`config.mk`:
```
export PLATFORM = sky130hd
export DESIGN_NAME = mult_16_signed_accum
export DESIGN_NICKNAME = d
export VERILOG_FILES = /design/src/rtl/mult_16_signed_pkg.sv /design/src/rtl/mult_16_signed_sat_add.sv /design/src/rtl/mult_16_signed_accum.sv
export SDC_FILE = /design/constraint.sdc
export NUM_CORES = 1
export LEC_CHECK = 0
export CAP_MARGIN = 40
export CORE_UTILIZATION = 35
export CTS_BUF_LIST = sky130_fd_sc_hd__clkbuf_4
export DETAILED_ROUTE_END_ITERATION = 16
export DONT_BUFFER_PORTS = 1
export PLACE_DENSITY_LB_ADDON = 0.08
export SYNTH_ARGS = -nofsm -noshare
export SYNTH_HDL_FRONTEND = slang
export SYNTH_SLANG_ARGS = --single-unit
```
`constraint.sdc`:
```
create_clock -name clk -period 4.8 [get_ports clk]
set_input_delay 0.72 -clock clk [delete_from_list [all_inputs] [get_ports clk]]
set_output_delay 0.72 -clock clk [all_outputs]
set_load 0.02 [all_outputs]
```
`src/rtl/mult_16_signed_pkg.sv`:
```
`default_nettype none
// +----------------------------------------------------------------------------+
// | Module  : mult_16_signed_pkg                                                |
// | Brief   : Shared widths, FSM state type and sign-extension helper for the   |
// |           mult_16_signed accumulator back-end.                              |
// | Rev     : 1.0  initial release                                              |
// +----------------------------------------------------------------------------+
package mult_16_signed_pkg;

  localparam int DEFAULT_PROD_W = 32;
  localparam int DEFAULT_ACC_W  = 40;
  localparam int DEFAULT_CNT_W  = 8;
  localparam int SEXT_MAX_W     = 128;

  typedef enum logic [0:0] {
    ACC = 1'b0,
    OUT = 1'b1
  } state_t;

  // Left-justify then arithmetic-shift back so bit from_w-1 fills the upper bits.
  function automatic logic [SEXT_MAX_W-1:0] sext(input logic [SEXT_MAX_W-1:0] value,
                                                 input int unsigned            from_w);
    logic signed [SEXT_MAX_W-1:0] shifted;
    shifted = $signed(value << (SEXT_MAX_W - from_w));
    return shifted >>> (SEXT_MAX_W - from_w);
  endfunction

endpackage
`default_nettype wire

```
`src/rtl/mult_16_signed_sat_add.sv`:
```
`default_nettype none
// +----------------------------------------------------------------------------+
// | Module  : mult_16_signed_sat_add                                            |
// | Brief   : Combinational signed ACC_W adder; clamps and flags overflow only  |
// |           when MULT_16_SIGNED_ACCUM_SAT_EN is defined, otherwise wraps.     |
// | Rev     : 1.0  initial release                                              |
// +----------------------------------------------------------------------------+
module mult_16_signed_sat_add
  import mult_16_signed_pkg::*;
#(
  parameter int ACC_W = DEFAULT_ACC_W
) (
  input  logic [ACC_W-1:0] a,
  input  logic [ACC_W-1:0] b,
  output logic [ACC_W-1:0] sum,
  output logic             ovf
);

  logic [ACC_W-1:0] raw_sum;

  assign raw_sum = a + b;

`ifdef MULT_16_SIGNED_ACCUM_SAT_EN
  logic raw_ovf;

  // Signed overflow: operands agree in sign, result does not.
  assign raw_ovf = (a[ACC_W-1] == b[ACC_W-1]) && (raw_sum[ACC_W-1] != a[ACC_W-1]);

  always_comb begin
    sum = raw_sum;
    if (raw_ovf) begin
      sum = a[ACC_W-1] ? {1'b1, {(ACC_W-1){1'b0}}} : {1'b0, {(ACC_W-1){1'b1}}};
    end
  end

  assign ovf = raw_ovf;
`else
  assign sum = raw_sum;
  assign ovf = 1'b0;
`endif

endmodule
`default_nettype wire

```
`src/rtl/mult_16_signed_accum.sv`:
```
`default_nettype none
// +----------------------------------------------------------------------------+
// | Module  : mult_16_signed_accum                                              |
// | Brief   : Burst accumulator for signed products over valid/ready; emits the |
// |           burst total, saturating beat count and overflow flag.             |
// |           Optional clamp-on-overflow: MULT_16_SIGNED_ACCUM_SAT_EN.          |
// | Rev     : 1.0  initial release                                              |
// +----------------------------------------------------------------------------+
module mult_16_signed_accum
  import mult_16_signed_pkg::*;
#(
  parameter int PROD_W = DEFAULT_PROD_W,
  parameter int ACC_W  = DEFAULT_ACC_W,
  parameter int CNT_W  = DEFAULT_CNT_W
) (
  input  logic              clk,
  input  logic              reset,
  input  logic              in_valid,
  output logic              in_ready,
  input  logic [PROD_W-1:0] in_data,
  input  logic              in_last,
  output logic              out_valid,
  input  logic              out_ready,
  output logic [ACC_W-1:0]  out_sum,
  output logic [CNT_W-1:0]  out_count,
  output logic              out_ovf
);

  state_t             state_q, state_d;
  logic [ACC_W-1:0]   acc_q, acc_d;
  logic [CNT_W-1:0]   cnt_q, cnt_d;
  logic               ovf_q, ovf_d;
  logic [ACC_W-1:0]   out_sum_q, out_sum_d;
  logic [CNT_W-1:0]   out_count_q, out_count_d;
  logic               out_ovf_q, out_ovf_d;

  logic [SEXT_MAX_W-1:0] in_wide;
  logic [ACC_W-1:0]      in_ext;
  logic [ACC_W-1:0]      add_sum;
  logic                  add_ovf;
  logic [CNT_W-1:0]      cnt_inc;

  always_comb begin
    in_wide             = '0;
    in_wide[PROD_W-1:0] = in_data;
  end

  assign in_ext = ACC_W'(sext(in_wide, PROD_W));

  mult_16_signed_sat_add #(
    .ACC_W (ACC_W)
  ) u_sat_add (
    .a   (acc_q),
    .b   (in_ext),
    .sum (add_sum),
    .ovf (add_ovf)
  );

  // Count holds at all-ones rather than wrapping back to zero.
  assign cnt_inc = (&cnt_q) ? cnt_q : cnt_q + CNT_W'(1);

  assign in_ready  = (state_q == ACC);
  assign out_valid = (state_q == OUT);
  assign out_sum   = out_sum_q;
  assign out_count = out_count_q;
  assign out_ovf   = out_ovf_q;

  always_comb begin
    state_d     = state_q;
    acc_d       = acc_q;
    cnt_d       = cnt_q;
    ovf_d       = ovf_q;
    out_sum_d   = out_sum_q;
    out_count_d = out_count_q;
    out_ovf_d   = out_ovf_q;
    case (state_q)
      ACC: begin
        if (in_valid) begin
          if (in_last) begin
            out_sum_d   = add_sum;
            out_count_d = cnt_inc;
            out_ovf_d   = ovf_q | add_ovf;
            acc_d       = '0;
            cnt_d       = '0;
            ovf_d       = 1'b0;
            state_d     = OUT;
          end else begin
            acc_d = add_sum;
            cnt_d = cnt_inc;
            ovf_d = ovf_q | add_ovf;
          end
        end
      end
      OUT: begin
        if (out_ready) begin
          state_d = ACC;
        end
      end
      default: state_d = ACC;
    endcase
  end

  always_ff @(posedge clk) begin
    if (reset) begin
      state_q     <= ACC;
      acc_q       <= '0;
      cnt_q       <= '0;
      ovf_q       <= 1'b0;
      out_sum_q   <= '0;
      out_count_q <= '0;
      out_ovf_q   <= 1'b0;
    end else begin
      state_q     <= state_d;
      acc_q       <= acc_d;
      cnt_q       <= cnt_d;
      ovf_q       <= ovf_d;
      out_sum_q   <= out_sum_d;
      out_count_q <= out_count_d;
      out_ovf_q   <= out_ovf_d;
    end
  end

endmodule
`default_nettype wire

```
# Word-level counts from Yosys, hierarchy flattened
# Index checks and enable logic that the tools add are counted.
[classes] n_mux=7 reduce_logical=3 n_addsub=2 bitwise=1
[op_table] cell="$add 40x40->40" count=1
[op_table] cell="$mux 40" count=1
[op_table] cell="$mux 8" count=2
[op_table] cell="$add 8x1->8 const B" count=1
[op_table] cell="$reduce_and 8->1" count=1
[op_table] cell="$mux 1" count=3
[op_table] cell="$reduce_and 3->1" count=1
[op_table] cell="$pmux 1 s2" count=1
[op_table] cell="$reduce_and 2->1" count=1
[op_table] cell="$not 1->1" count=1
[totals] out_inout_bits=51 regBits=97 input_bits=37

# Longest topological paths before layout
# Gate-level depths: netlist (run 1).
[logic_depth] word_depth=3 depth_mapped=11

# Cells and area by module
# A second synthesis (run 1) with hierarchy kept.
[hier_totals] cells_unflattened=644 area_unflattened_um2=5740.5
[modules_own_cells] mod="mult_16_signed_accum" seq_area_each_um2=1981.9 area_each_um2=3722.3 instances=1 cells_per_inst=370
[modules_own_cells] mod="mult_16_signed_sat_add" seq_area_each_um2=0.0 area_each_um2=2018.2 instances=1 cells_per_inst=274

# Worst setup path after synthesis (run 1)
# No wires, ideal clock.
[synth_timing] path_kind="input-to-reg" start="in in_data[0]" end="reg out_sum_q[34] (netlist: out_sum[34])" path_stages=11 t_arrival_ns=2.943 setup_time_ns=0.117 setup_slack_ns=1.740 required_ns=4.683 path_cell_list="ha_1 -> inv_1 -> fa_1 -> nor2b_1 -> o211ai_1 -> a21o_1 -> a2111o_1 -> a211o_1 -> a21oi_2 -> o21ai_1 -> a32o_1"
[synth_via] elab_chain_len=1
[synth_rtl] item="start: declaration" line_no="mult_16_signed_accum.sv:20" rtl="input logic [PROD_W-1:0] in_data,"
[synth_rtl] item="$add 40x40->40" line_no="mult_16_signed_sat_add.sv:21" rtl="assign raw_sum = a + b;"
[synth_rtl] item="end signal: assignment" line_no="mult_16_signed_accum.sv:117" rtl="out_sum_q <= out_sum_d;"
[synth_rtl] item="end: declaration" line_no="mult_16_signed_accum.sv:33" rtl="logic [ACC_W-1:0] out_sum_q, out_sum_d;"
# Every way passes these cells.
# A chain may end at the register's enable or synchronous reset.

# Worst setup path after layout (run 1)
[layout_timing] start="reg acc_q[0]" end="reg out_sum_q[34] (netlist: out_sum[34])"
[layout_via] elab_chain_len=1
[layout_rtl] item="start: declaration" line_no="mult_16_signed_accum.sv:30" rtl="logic [ACC_W-1:0] acc_q, acc_d;"
[layout_rtl] item="start signal: assignment" line_no="mult_16_signed_accum.sv:106" rtl="acc_q <= '0;"
[layout_rtl] item="start signal: assignment" line_no="mult_16_signed_accum.sv:114" rtl="acc_q <= acc_d;"
[layout_rtl] item="$add 40x40->40" line_no="mult_16_signed_sat_add.sv:21"
# Every way passes these cells.

==> impl_metrics.json, run 1 <==
{
  "synth_cells": 766,
  "start_util_pct": 35.8,
  "grt_max_degree": 71,
  "final_util_pct": 37.5,
  "slew_viol_final": 0,
  "worstPathMaxFanout": 4,
  "clkPwrFrac_pct": 24.0,
  "clock-sinks": 97,
  "power_density_mw_per_mm2": 279,
  "synth_most_common_cell": "nand2_1",
  "switching_share_pct": 36.0,
  "numPortBuffers": 0,
  "grt_busiest_layer": "met2",
  "leakage_nw": 2.48,
  "cp-start-kind": "flop",
  "fin_crit_sh_pct": 61.7,
  "area_growth_syn_to_layout_pct": 4.72,
  "die_area_sq_mm": 0.0175,
  "grt_usage_pct": 20.5,
  "synthAdderAreaFrac_pct": 8.77,
  "die_width_um": 132,
  "finalHoldViolations": 0,
  "grt_pass1_wl_mm": 28.0,
  "ys_seq_area_share_pct": 32.7,
  "yosysTopAreaCell": "dfxtp_1",
  "hold_path_class": "input pin to flop",
  "switchingPower_mw": 0.626,
  "synth_simple_gate_area_share_pct": 22.2,
  "setup_tns_ps": 0,
  "maxSlewHeadroom_pct": 45.4,
  "clk_pin_slew_ps": 160,
  "cts_max_path_buffers": 2,
  "crit_arrival_ps": 3370,
  "maxCapViolCount": 0,
  "synth_edf_count": 0,
  "syn_area_sq_mm": 0.00594,
  "intPower_mw": 1.11,
  "seqPwrFrac_pct": 52.8,
  "finClkSkew_ps": 17.4,
  "grtUsageMet2_pct": 34.7,
  "wl_mm": 17.5,
  "cts_root_buf": "clkbuf_4",
  "synth-async-reset-ratio_pct": 0,
  "ys_warn_count": 0,
  "synth_seq_cells": 97,
  "drt_iter0_drc": 202,
  "use_met1_pct": 25.2,
  "dr.pass1.iters": 6,
  "syn_avg_cell_area_sq_um": 7.75,
  "rsz0062_at_grt": "no",
  "vias_per_cell": 5.56,
  "yosys-top-cells-count": "nand2_1, dfxtp_1, a21oi_1",
  "vias": 5360,
  "setup_violations": 0,
  "period_minus_slack_ps": 2960,
  "postCtsSetupRepairBufs": 0,
  "drive_above_1_share_pct": 3.91,
  "crit_family": "compound AO/OA/AOI/OAI gates",
  "insertion_delay_ps": 490,
  "grt_overflow": 0,
  "clock.fmax_ghz": 0.338,
  "synth_top_area_share_pct": 32.7,
  "combinationalPowerShare_pct": 23.2,
  "synth_compound_area_share_pct": 25.6,
  "critPathKind": "flop to flop",
  "synth_fp_nets": 844,
  "ios": 88,
  "vdd_ir_drop_max_v": 0.0000946,
  "cts_resized": 0,
  "crit_buf_inv": 1,
  "synth.distinct_cells": 64,
  "cts_buffers": 9,
  "fin_nets": 816,
  "slowest_stage": "fa_1",
  "fp-row-count": 47,
  "crit_chain": "ha_1, inv_1, fa_1, nor2b_1, o211ai_1, a21o_1, a2111o_1, a211o_1, a21oi_2, o21ai_1, a32o_1",
  "wl_per_cell_um": 18.2,
  "grt_use_met3_pct": 5.65,
  "cts_tree": "yes",
  "htreeDepth": 3,
  "synth-xor-area-share_pct": 5.84,
  "tightest_slew_ps": 818,
  "synth.area.mux_share_pct": 0.674,
  "drc_errors": 0,
  "critical_path_required_ps": 5200,
  "netlist_top_cells_area": "dfxtp_1, ha_1, a21oi_1, nand2_1, nor2_1",
  "synth_top_family_by_area": "compound AO/OA/AOI/OAI gates",
  "synth_ff_type": "dfxtp_1",
  "routabilityCongestion": 0.867,
  "post-dp-hpwl_mm": 12.9,
  "ant_nets": 0,
  "grt_antenna_before_repair": 1,
  "first_global_vias": 5226,
  "holdBufCountCts": 0,
  "fp.dieH_um": 132,
  "cp-end-kind": "flop",
  "core_area_sq_mm": 0.0166,
  "outcome": "complete, no violations",
  "slowest_delay_ps": 410
}
worst register-to-register path, delay by kind of cell, from the launching register on:
| family | cells | cell delay, ps |
|---|---|---|
| simple gates | 1 | 160 |
| buf+inv | 1 | 60 |
| fa+ha+maj | 2 | 600 |
| compound gates | 7 | 1700 |
| flops | 1 | 370 |
layer usage:
metal | vias to the layer above | part of all wire [%]
li1 | 2712 | -
met1 | 2503 | 45
met2 | 126 | 47
met3 | 19 | 5.8
met4 | 0 | 1.6
met5 | - | 0
through the flow:
stage	setup slack (ps)	hold WS (ps)	power, mW	instances	cell area, sq um
3_3_place_gp	1510	443	1.33	945	6080
2_1_floorplan	1740	429	1.24	766	5940
6_report	1840	274	1.74	964	6220
5_1_grt	1610	236	1.84	964	6220
4_1_cts	1830	234	1.76	962	6210
3_5_place_dp	1490	451	1.34	947	6100
cell type report:
cell class                      instances  area (sq um)
Timing Repair Buffer                    9          75.1
Fill cell                            1804         10400
Antenna cell                            2          5.00
Clock inverter                          6          42.5
Sequential cell                        97          1940
Inverter                               16          60.1
Clock buffer                            9          67.6
Multi-Input combinational cell        605          3750
Tap cell                              220           275
kinds of logic after synthesis:
kind of cell               count (synthesis)
DFF                                       97
adders and majority gates                 41
buffers and inverters                     64
other                                      1
xor gates and xnor gates                  38
AOI/OAI and AO/OA                        239
muxes                                      4
and+or+nand+nor                          282
sequential cells by signal (all words and copies together) (netlist names):
register,cells
cnt_q,8
out_sum,40
acc_q,40
out_count,8
out_valid,1
cells in the final DEF, fill, tap and decap left out, drive strengths merged, types with 9 or more instances in the layout:
| cell type | synthesis | layout |
|---|---|---|
| clkbuf | 37 | 9 |
| a21oi | 82 | 82 |
| a211oi | 15 | 15 |
| nand3 | 34 | 34 |
| nand4 | 16 | 16 |
| and3 | 11 | 11 |
| nor2 | 61 | 61 |
| a21o | 18 | 18 |
| inv | 16 | 19 |
| o21ai | 50 | 50 |
| nand2 | 101 | 101 |
| dfxtp | 97 | 97 |
| xor2 | 17 | 17 |
| ha | 40 | 40 |
| a22oi | 16 | 16 |
| xnor2 | 20 | 20 |
| nor3 | 20 | 20 |
| buf | 11 | 9 |
power groups by stage:
stage	registers [mW]	logic (mW)	clock network [mW]
CTS	0.919	0.405	0.438
detailed placement	0.936	0.402	0
global placement	0.935	0.395	0
global route	0.924	0.452	0.459
finish	0.917	0.403	0.417
floorplan	0.924	0.319	0
worst paths after layout:
check | endpoint | slack, ps | startpoint | cells after the start
max | out_sum[34]$_SDFFE_PP0P_ | 1840 | acc_q[0]$_SDFFE_PP0P_ | 11
min | out_sum[31]$_SDFFE_PP0P_ | 270 | reset | 1
max reg2reg | out_sum[34]$_SDFFE_PP0P_ | 1840 | acc_q[0]$_SDFFE_PP0P_ | 11
min reg2reg | acc_q[0]$_SDFFE_PP0P_ | 470 | acc_q[0]$_SDFFE_PP0P_ | 2
No activity file was read; power rests on OpenSTA's default activity.
==> inputs of run 2 (changes only) <==
==> constraint.sdc (replaced) <==
create_clock -name clk -period 3 [get_ports clk]
set_input_delay 0.45 -clock clk [delete_from_list [all_inputs] [get_ports clk]]
set_output_delay 0.45 -clock clk [all_outputs]
set_load 0.02 [all_outputs]
==> impl_metrics.json, run 2 (synthesis gave the netlist of run 1 again) <==
{
  "outcome": "complete, no violations",
  "power_density_mw_per_mm2": 453,
  "critPathKind": "flop to flop",
  "post-dp-hpwl_mm": 13.1,
  "maxSlewHeadroom_pct": 55.7,
  "place_area_sq_mm": 0.00621,
  "finClkSkew_ps": 18.6,
  "insertion_delay_ps": 490,
  "layout.cells.non_filler": 980,
  "cts_max_path_buffers": 2,
  "dp.cells": 962,
  "cp-start-kind": "flop",
  "ant_nets": 0,
  "finalInstanceArea_sq_mm": 0.00639,
  "routabilityCongestion": 0.851,
  "cts_root_buf": "clkbuf_4",
  "fin_nets": 832,
  "cp-end-kind": "flop",
  "first_global_vias": 5410,
  "setup_slack_ps": 144,
  "crit_arrival_ps": 3270,
  "layout_common_cells": "nand2_1, dfxtp_1, a21oi_1, nor2_1, o21ai_0",
  "grt_overflow": 0,
  "worstPathMaxFanout": 3,
  "r2r_cells": 11,
  "die_width_um": 132,
  "drive_above_1_share_pct": 6.46,
  "pre_cts_slack_ps": 9.85,
  "grt_max_degree": 56,
  "rsz0062_at_grt": "no",
  "numPortBuffers": 0,
  "wl_mm": 17.9,
  "power_mw": 2.89,
  "leakage_nw": 2.58,
  "holdPathStages": 2,
  "period_minus_slack_ps": 2860,
  "fp.dieH_um": 132,
  "postCtsSetupRepairBufs": 0,
  "hold_path_class": "input pin to flop",
  "maxCapViolCount": 0,
  "core_area_sq_mm": 0.0166,
  "grt_usage_pct": 20.8,
  "grt_pass1_wl_mm": 28.6,
  "cts_buffers": 9,
  "finalHoldViolations": 0,
  "ios": 88,
  "layout_commonest_cell": "nand2_1",
  "slew_viol_final": 0,
  "clk_pin_slew_ps": 170,
  "critical_path_required_ps": 3410,
  "vdd_ir_drop_max_v": 0.000234,
  "die_area_sq_mm": 0.0175,
  "final_util_pct": 38.5,
  "htreeDepth": 3,
  "wl_per_cell_um": 18.2,
  "grt_antenna_before_repair": 1,
  "start_util_pct": 35.8,
  "clock-sinks": 97,
  "vias": 5420,
  "area_growth_syn_to_layout_pct": 7.59,
  "setup_tns_ps": 0,
  "fin_crit_sh_pct": 95.2,
  "holdWs_ps": 134,
  "drc_errors": 0,
  "vias_per_cell": 5.53,
  "cts_tree": "yes",
  "clock.fmax_ghz": 0.350,
  "dr.pass1.iters": 5,
  "drt_iter0_drc": 233,
  "setup_violations": 0,
  "fp-row-count": 47,
  "tightest_slew_ps": 663
}
-- run 2: changes by cell type in the layout (fill, tap and decap cells not counted), sizes merged --
cell and delta:
bufinv +1, inv -2, buf +16, diode -1, clkinv +2
-- run 2: layer usage --
metal	share of wire (%)	global-route usage, %	vias up
li1	-	-	2757
met1	46	26.0	2534
met3	5.4	4.54	21
met2	47	35.1	108
met5	0	0	-
met4	2.2	7.85	0
-- run 2: final timing paths --
path | startpoint | end | slack, ps
worst max-delay path | acc_q[0]$_SDFFE_PP0P_ | out_sum[34]$_SDFFE_PP0P_ | 140
worst min-delay path | out_ready | out_valid$_SDFF_PP0_ | 130
worst max register to register | acc_q[0]$_SDFFE_PP0P_ | out_sum[34]$_SDFFE_PP0P_ | 140
worst min register to register | acc_q[0]$_SDFFE_PP0P_ | acc_q[0]$_SDFFE_PP0P_ | 480
-- run 2: layout make-up --
class                      instances  area (sq um)
multi-input combinational        605          3760
tap                              220           275
antenna                            1          2.50
timing repair buffer              25           208
clock buffer                       9          67.6
sequential                        97          1940
inverter                          16          60.1
clock inverter                     7          68.8
fill                            1757         10200
-- run 2: power breakdown --
part           internal [mW]  switching (mW)
registers               1.36           0.104
logic                  0.264           0.421
clock network          0.254           0.487
-- run 2: critical path, cell delays in order, from the launching register on --
cell	delay, ps
dfxtp_2	350
ha_1	160
inv_1	50
fa_1	410
nor2b_1	170
o211ai_1	150
a21o_1	220
a2111o_1	400
a211o_1	360
a21oi_2	160
o21ai_1	90
a32o_1	280
-- run 2: repair_timing --
action                                  CTS  global route
resized for setup                         0             6
endpoints found under the hold margin    55             0
hold buffers                              1             0
endpoints found under the setup margin    0             9
==> inputs of run 3 (changes only) <==
--- a/config.mk
+++ b/config.mk
@@ -11,6 +11,7 @@
 export DETAILED_ROUTE_END_ITERATION = 16
 export DONT_BUFFER_PORTS = 1
 export PLACE_DENSITY_LB_ADDON = 0.08
+export SETUP_SLACK_MARGIN = 0.5
 export SYNTH_ARGS = -nofsm -noshare
 export SYNTH_HDL_FRONTEND = slang
 export SYNTH_SLANG_ARGS = --single-unit
==> impl_metrics.json, run 3 (synthesis gave the netlist of run 1 again) <==
{
  "tightest_slew_ps": 729,
  "min_from": "in_last",
  "power_density_mw_per_mm2": 423,
  "r2r-start": "acc_q[0]$_SDFFE_PP0P_",
  "slew_viol_final": 0,
  "insertion_delay_ps": 500,
  "nFillCells": 1749,
  "period_minus_slack_ps": 2710,
  "area_growth_syn_to_layout_pct": 17.5,
  "critical_path_required_ps": 3410,
  "dr.pass1.iters": 5,
  "crit_arrival_ps": 3130,
  "hold_path_class": "input pin to flop",
  "layout_common_cells": "nand2_1, dfxtp_1, a21oi_1, nor2_1, o21ai_0",
  "regToRegSetupSlack_ps": 290,
  "setup_tns_ps": 0,
  "ant_nets": 0,
  "start_util_pct": 35.8,
  "fp.dieH_um": 132,
  "ios": 88,
  "worstPathMaxFanout": 4,
  "layout_commonest_cell": "nand2_1",
  "cp-start-kind": "flop",
  "hold_path_end": "cnt_q[4]$_SDFFE_PP0P_",
  "crit_buf_inv": 1,
  "routabilityCongestion": 0.846,
  "fin_nets": 841,
  "drc_errors": 0,
  "cts_buffers": 9,
  "outcome": "complete, no violations",
  "drt_iter0_drc": 218,
  "clk_pin_slew_ps": 170,
  "fp-row-count": 47,
  "cts_tree": "yes",
  "first_global_vias": 5407,
  "numPortBuffers": 0,
  "slowest_delay_ps": 410,
  "cts_root_buf": "clkbuf_4",
  "drive_above_1_share_pct": 18.2,
  "grt_max_degree": 55,
  "grt_overflow": 0,
  "wl_per_cell_um": 18.7,
  "pre_cts_slack_ps": 93.1,
  "die_width_um": 132,
  "holdPathStages": 2,
  "vias_per_cell": 5.59,
  "clock-sinks": 97,
  "grt_pass1_wl_mm": 29.0,
  "fin_crit_sh_pct": 90.5,
  "critical_path_depth": 11,
  "wl_mm": 18.4,
  "cts_max_path_buffers": 2,
  "crit_family": "compound AO/OA/AOI/OAI gates",
  "setup_violations": 0,
  "core_area_sq_mm": 0.0166,
  "post-dp-hpwl_mm": 12.8,
  "r2r_cells": 11,
  "holdWs_ps": 107,
  "dp.cells": 957,
  "cp-end-kind": "flop",
  "grt_antenna_before_repair": 1,
  "rsz0062_at_grt": "yes",
  "maxCapViolCount": 0,
  "vdd_ir_drop_max_v": 0.000193,
  "grt_usage_pct": 21.1,
  "clock.fmax_ghz": 0.368,
  "critPathKind": "flop to flop",
  "slowest_stage": "a2111o_1",
  "leakage_nw": 2.67,
  "crit_chain": "ha_4, inv_2, fa_2, nor2b_2, o211ai_1, a21o_1, a2111o_1, a211o_1, a21oi_2, o21ai_2, a32o_1",
  "die_area_sq_mm": 0.0175,
  "maxSlewHeadroom_pct": 51.4,
  "htreeDepth": 3,
  "finClkSkew_ps": 17.1,
  "finalHoldViolations": 0,
  "vias": 5533,
  "reg2reg_to": "out_sum[34]$_SDFFE_PP0P_",
  "layout.cells.non_filler": 989,
  "setup_slack_ps": 286
}
-- run 3: power breakdown --
| part | switching [mW] | internal, mW | leakage [nW] |
|---|---|---|---|
| Sequential | 0.108 | 1.37 | 0.793 |
| Clock | 0.502 | 0.182 | 0.0625 |
| Combinational | 0.462 | 0.329 | 1.82 |
| Total | 1.07 | 1.88 | 2.67 |
-- run 3: worst max-delay path by stage --
stage | endpoint | startpoint | slack [ps]
5_1_grt | out_sum[34]$_SDFFE_PP0P_ | acc_q[0]$_SDFFE_PP0P_ | 150
3_3_place_gp | out_sum[37]$_SDFFE_PP0P_ | in_data[22] | 110
2_1_floorplan | out_sum[34]$_SDFFE_PP0P_ | in_data[0] | 340
4_1_cts | out_sum[34]$_SDFFE_PP0P_ | acc_q[0]$_SDFFE_PP0P_ | 260
3_5_place_dp | out_sum[28]$_SDFFE_PP0P_ | in_data[0] | 90
6_report | out_sum[34]$_SDFFE_PP0P_ | acc_q[0]$_SDFFE_PP0P_ | 290
-- run 3: area by class of cell --
type	count	area (sq um)	area share [%]
Sequential cell	97	1950	27.9
Antenna cell	1	2.50	0.0359
Tap cell	220	275	3.95
Clock buffer	10	75.1	1.08
Inverter	16	60.1	0.861
Clock inverter	6	41.3	0.592
Multi-Input combinational cell	605	4280	61.3
Timing Repair Buffer	34	294	4.22
-- run 3: per-stage QoR --
step | utilization [%] | power, mW | cell area (sq um)
after floorplan | - | 2.00 | 5980
after global placement | 37.5 | 2.15 | 6230
after detailed placement | 37.5 | 2.16 | 6230
after CTS | 39.4 | 2.90 | 6530
after global routing | 42.1 | 3.12 | 6980
final | 42.1 | 2.95 | 6980
-- run 3: per-layer routing --
metal / vias up / global-route usage (%) / routed length (um)
li1: 2765 / - / -
met2: 119 / 35.4 / 8730
met4: 0 / 7.34 / 316
met3: 20 / 4.69 / 1030
met5: - / 0 / 0
met1: 2629 / 26.6 / 8370
-- run 3: repair_timing --
action                                  in CTS  in global routing
hold endpoints to repair                    54                  0
pin swaps                                    8                 25
hold buffers                                 2                  0
endpoints found under the setup margin      36                 39
resized for setup                           26                 81
setup buffers                                4                  9
-- run 3: worst reg2reg max path: cells and delay by family, from the launching register on --
family                   cells  cell delay (ps)
AO/OA/AOI/OAI                7             1590
flip-flops                   1              380
buffers and inverters        1               40
adder cells (fa/ha/maj)      2              480
AND/OR/NAND/NOR              1              130
